### src/rtl/ucode_sequencer.sv
// Micro-sequencer: classifies one macro-instruction at a time and steps a
// 2-bit micro-step counter through the class's fixed-length microprogram,
// driving the ROM-select enable and the shared micro-address.
module ucode_sequencer (
  input  logic       clk,
  input  logic       rst_n,
  input  logic [7:0] instr,
  input  logic       instr_valid,
  output logic       instr_ready,
  input  logic       stall,
  input  logic       abort,
  output logic [1:0] en,
  output logic [3:0] uaddr,
  output logic [3:0] operand,
  output logic       busy,
  output logic       done
);

  typedef enum logic [1:0] {IDLE, EXEC, RETIRE} state_t;

  localparam logic [1:0] CLS_MEM = 2'b11;

  state_t     state, state_n;
  logic [1:0] step, step_n;
  logic [1:0] cls, op;
  logic [1:0] last_step;
  logic       ld;

  // MEM runs three micro-steps, AR/IMM two; step 3 is never reached.
  assign last_step = (cls == CLS_MEM) ? 2'd2 : 2'd1;

  // Next state / step; abort beats everything, including accept and stall.
  always_comb begin
    state_n = state;
    step_n  = step;
    ld      = 1'b0;
    if (abort) begin
      state_n = IDLE;
      step_n  = 2'd0;
    end else begin
      case (state)
        IDLE: begin
          if (instr_valid) begin
            ld      = 1'b1;
            step_n  = 2'd0;
            // NOP skips EXEC so en never leaves 00 for it
            state_n = (instr[7:6] == 2'b00) ? RETIRE : EXEC;
          end
        end
        EXEC: begin
          if (!stall) begin
            if (step == last_step) state_n = RETIRE;
            else                   step_n  = step + 2'd1;
          end
        end
        RETIRE:  state_n = IDLE;
        default: state_n = IDLE;
      endcase
    end
  end

  // State register plus instruction field latches (loaded only on accept).
  always_ff @(posedge clk or negedge rst_n) begin
    if (!rst_n) begin
      state   <= IDLE;
      step    <= 2'd0;
      cls     <= 2'b00;
      op      <= 2'b00;
      operand <= 4'h0;
    end else begin
      state <= state_n;
      step  <= step_n;
      if (ld) begin
        cls     <= instr[7:6];
        op      <= instr[5:4];
        operand <= instr[3:0];
      end
    end
  end

  // Moore outputs from registered state only.
  assign instr_ready = (state == IDLE);
  assign en          = (state == EXEC) ? cls : 2'b00;
  assign uaddr       = {op, step};
  assign busy        = (state != IDLE);
  assign done        = (state == RETIRE);

endmodule

### config.mk
export PLATFORM = sky130hd
export DESIGN_NAME = ucode_sequencer
export DESIGN_NICKNAME = d
export VERILOG_FILES = /design/src/rtl/ucode_sequencer.sv
export SDC_FILE = /design/constraint.sdc
export NUM_CORES = 1
export LEC_CHECK = 0
export CORE_ASPECT_RATIO = 0.9
export CORE_MARGIN = 5
export CORE_UTILIZATION = 36
export CTS_BUF_LIST = sky130_fd_sc_hd__clkbuf_16
export CTS_CLUSTER_DIAMETER = 100
export DETAILED_ROUTE_END_ITERATION = 16
export PLACE_DENSITY = 0.74
export SLEW_MARGIN = 20
export SYNTH_ARGS = -nofsm -noshare
export SYNTH_HDL_FRONTEND = slang
export SYNTH_SLANG_ARGS = --single-unit
### constraint.sdc
create_clock -name clk -period 1.4 [get_ports clk]
set_input_delay 0.28 -clock clk [delete_from_list [all_inputs] [get_ports clk]]
set_output_delay 0.28 -clock clk [all_outputs]
set_load 0.05 [all_outputs]
# [Yosys cells after proc, flatten, opt, wreduce, memory -nomap -nowiden]
# Cells that the tools add are included.
[totals] output_inout_bits=13 in_bits=13 reg_bits=12 wordCells=36
[op_classes] eq_ne=8 reduce_logical=6 mux=16 n_addsub=1
[ops] operator="$mux W2" count=11
[ops] operator="$ne A3 B3 Y1 const B" count=3
[ops] operator="$pmux W2 S2" count=2
[ops] operator="$eq A2 B2 Y1 const B" count=2
[ops] operator="$logic_not A2 Y1" count=2
[ops] operator="$reduce_and A4 Y1" count=1
[ops] operator="$mux W1" count=3
[ops] operator="$ne A3 B2 Y1 const B" count=1
[ops] operator="$reduce_and A3 Y1" count=1
[ops] operator="$reduce_bool A3 Y1" count=1
[ops] operator="$add A2 B1 Y2 const B" count=1
[ops] operator="$eq A2 B1 Y1 const B" count=1
[ops] operator="$eq A2 B2 Y1" count=1
[ops] operator="$reduce_bool A2 Y1" count=1

# [Logic depth before layout (Yosys ltp)]
[logic_depth] depth_word=7 ltp_mapped=4 depth_no_buf=4

# [Worst setup path after synthesis]
# Ideal clock, no wire load.
[synth_path] path_kind="flip-flop to output port" startpoint="reg state[1]" endpoint="out instr_ready" n_path_buf=1 path_stages_with_launch=4 arrival_ns=1.360 setup_slack_ns=-0.240 required_time_ns=1.120 cell_sequence="dfrtp_1 -> clkbuf_1 -> or2_2 -> inv_1"
[synth_via] elab_chain_cells=1
[synth_lines] item="from (decl)" line_no="23" rtl="state_t state, state_n;"
[synth_lines] item="from (signal assigned)" line_no="71" rtl="state <= state_n;"
[synth_lines] item="$logic_not A2 Y1" line_no="82" rtl="assign instr_ready = (state == IDLE);"
[synth_lines] item="to (decl)" line_no="9" rtl="output logic instr_ready,"
# Every way passes these cells.

# [Worst setup path in the final report]
[layout_path] startpoint="reg state[0]" endpoint="out en[0]"
[layout_via] elab_chain_cells=2
[layout_lines] item="$eq A2 B1 Y1" line_no="83" rtl="assign en = (state == EXEC) ? cls : 2'b00;"
[layout_lines] item="$mux W2" line_no="83"
[layout_lines] item="to (decl)" line_no="12" rtl="output logic [1:0] en,"
# Every way passes these cells.

==> out/metrics.csv <==
stage,metric,value,unit
clock_network,CTS Buf Count,3,
timing,pins over their slew limit,0,
final_layout,layout cell share with drive strength beyond 1,47.8,%
drt,final WL,1.69,mm
clock_network,CTS max path bufs,2,
worst_hold_path,worst hold path class,input port to async pin,
timing,RSZ-0062 raised after global routing,yes,
timing,Slew @ Worst Pin,0.317,ns
drt,drt drc,0,
placed_design,RD Place Congestion,0.834,
grt,GR Layer Usage met2,20.8,%
grt,Overflow after GRT,0,
timing,PnR worst setup slack,-0.0775,ns
synthesis,Synth async-reset ratio,100,%
synthesis,sequential fraction of the synthesis area,49.2,%
timing,Final Critical Period,1.48,ns
drt,vias per std cell,4.91,
synthesis,Netlist cell types,25,
setup_path,Critical Path Source Type,flip-flop,
clock_network,Worst-Skew Late Latency,0.24,ns
drt,drt initial violations,1,
grt,antenna violations before repair,0,
synthesis,Synth Instances,52,
synthesis,share of the synthesized area in the top cell type,49.2,%
final_layout,area delta synth->final,100,%
timing,relative slew slack,78.3,%
synthesis,most common cell in the synthesized netlist,dfrtp_1,
synthesis,syn_nets,65,
placed_design,Place WS,-0.341,ns
grt,first-pass GRT wire length,2.69,mm
setup_path,Worst R2R Start,state[0],
floorplanning,Rows,14,
timing,"Hold Vio Cnt, Final",0,
timing,Worst Clk Skew,0.00152,ns
grt,GR met1 Demand/Resource,16.6,%
status,violated checks,setup timing,
setup_path,endpoint class of the critical path,primary output,
floorplanning,die height,49.1,um
final_layout,Nets,104,
grt,All-Layer GR Usage,14.1,%
synthesis,Ys Warns,0,
clock_network,Root Buffer,clkbuf_16,
synthesis,Post-synth EDFFs,0,
clock_network,CTS tree,built,
grt,met3 Use GR,7.34,%
synthesis,synthesized area per cell,11.7,um2
floorplanning,die width,53.4,um
power_and_ir_drop,pwr/cell area,1510,mW/mm2
floorplanning,Core Area,0.00165,mm2
final_layout,n_diodes,0,
floorplanning,Die ar.,0.00262,mm2
drt,vias,560,
placed_design,port bufs,25,
setup_path,Arrival @ worst endpoint,1.20,ns
clock_network,"Reg clk slew, reported paths",0.04,ns
drt,DR pass1 iterations,4,
synthesis,Post-synth top cells,"dfrtp_1, mux2_2, inv_1",
final_layout,"Core Util, Final",74.3,%
synthesis,top_reg_cell synth,dfrtp_1,
clock_network,H-tree depth,1,
status,status,"complete, but fails checks",
timing,Peak Freq,677,MHz
grt,pin count of the biggest net entering global routing,13,
timing,hold_ws,0.348,ns
clock_network,# clock sinks,12,
setup_path,Worst EP required,1.12,ns
timing,final setup fails,12,
placed_design,Placed Cells incl. Taps,106,
final_layout,Non-Filler Instances,114,
flow_run,Max-cap violations,0,
power_and_ir_drop,VDD IR max,0.00109,V
synthesis,cell accounting for the most synthesized area,dfrtp_1,
floorplanning,Top Ports,26,
synthesis,Seq cells post-synth,12,
grt,GRT busiest layer,met2,
setup_path,critical path class,flip-flop to primary output,
power_and_ir_drop,Leak,0.545,nW
synthesis,Synth area leaders,"dfrtp_1, mux2_2, nor4b_4",
grt,number of global-route vias before repair,581,
synthesis,mapped cell area,611,um2
drt,WL/cell,14.8,um
setup_path,crit path from,state[0],
timing,fin crit share,106,%
floorplanning,Initial Utilization,37.1,%
drt,post-route ant nets,0,
placed_design,hpwl dp,1.16,mm
setup_path,crit-path max FO,9,
==> final cells by class <==
class	count	area, um2
repair buffers	36	469
fillers	126	423
multi-input cells	34	324
flip-flops and latches	12	303
clock buffers	3	75.1
well taps	24	30.0
inverters	4	18.8
clock inverters	1	3.75
==> state kept, by name, summed over array words and instances (netlist names) <==
register	count
step	2
state	2
operand	4
op	2
cls	2
==> power by group <==
part / switching (W) / internal [W] / total, W
registers: 0.0000765 / 0.000419 / 0.000496
clock network: 0.000143 / 0.000375 / 0.000519
logic: 0.000395 / 0.000440 / 0.000835
total: 0.000615 / 0.00123 / 0.00185
==> cells by family after synthesis <==
logic type / Yosys count / share of synthesized area, %
AOI/OAI and AO/OA: 8 / 9.83
xor gates and xnor gates: 1 / 1.43
buffers and inverters: 6 / 3.89
DFF: 12 / 49.2
muxes: 9 / 16.4
and+or+nand+nor: 16 / 19.3
==> repair_timing <==
item	CTS	global route
hold buffers	0	0
gates cloned	0	0
pin swaps	1	0
gates resized for setup	15	2
setup buffers	3	1
setup endpoints to repair	13	14
==> stage by stage <==
| step | setup TNS [ns] | total power [W] | instance area [um2] |
|---|---|---|---|
| finish | -0.724 | 0.00185 | 1220 |
| global route | -1.31 | 0.00192 | 1220 |
| CTS | -0.761 | 0.00185 | 1210 |
| detailed placement | -3.01 | 0.00125 | 1060 |
| global placement | -2.76 | 0.00124 | 1060 |
| floorplan | -0.153 | 0.000850 | 618 |
==> path summary, 6_finish.rpt <==
kind / end / slack [ns] / depth (start not counted)
worst max-delay path: en[0] / -0.08 / 3
worst min-delay path: step[0] / 0.35 / 2
worst max register to register: op[1] / -0.07 / 4
worst min register to register: cls[1] / 0.56 / 1
max in group asynchronous: state[0] / 0.88 / 2
min in group clk: cls[1] / 0.56 / 1
==> placed cells by master (no fill, tap or decap), types with 2 or more instances in the layout <==
| cell | count |
|---|---|
| clkbuf_16 | 3 |
| mux2_4 | 8 |
| inv_1 | 3 |
| buf_4 | 7 |
| o311ai_0 | 2 |
| buf_6 | 5 |
| dfrtp_1 | 10 |
| and3b_2 | 2 |
| nand2_1 | 2 |
| nand3_1 | 2 |
| dfrtp_2 | 2 |
| buf_12 | 12 |
| clkdlybuf4s50_1 | 12 |
| o211ai_1 | 2 |
| nor3b_1 | 2 |
==> worst max-delay path, stage by stage, from the launching register on <==
cell and delay [ns]:
dfrtp_2 0.42, buf_4 0.17, and3b_2 0.22, buf_12 0.15
==> per-layer routing <==
metal,part of all wire [%],vias to the layer above
li1,-,267
met1,42,262
met2,46,29
met3,11,2
met4,0.89,0
met5,0,-
Note: power is estimated with default switching activity, not from simulation.
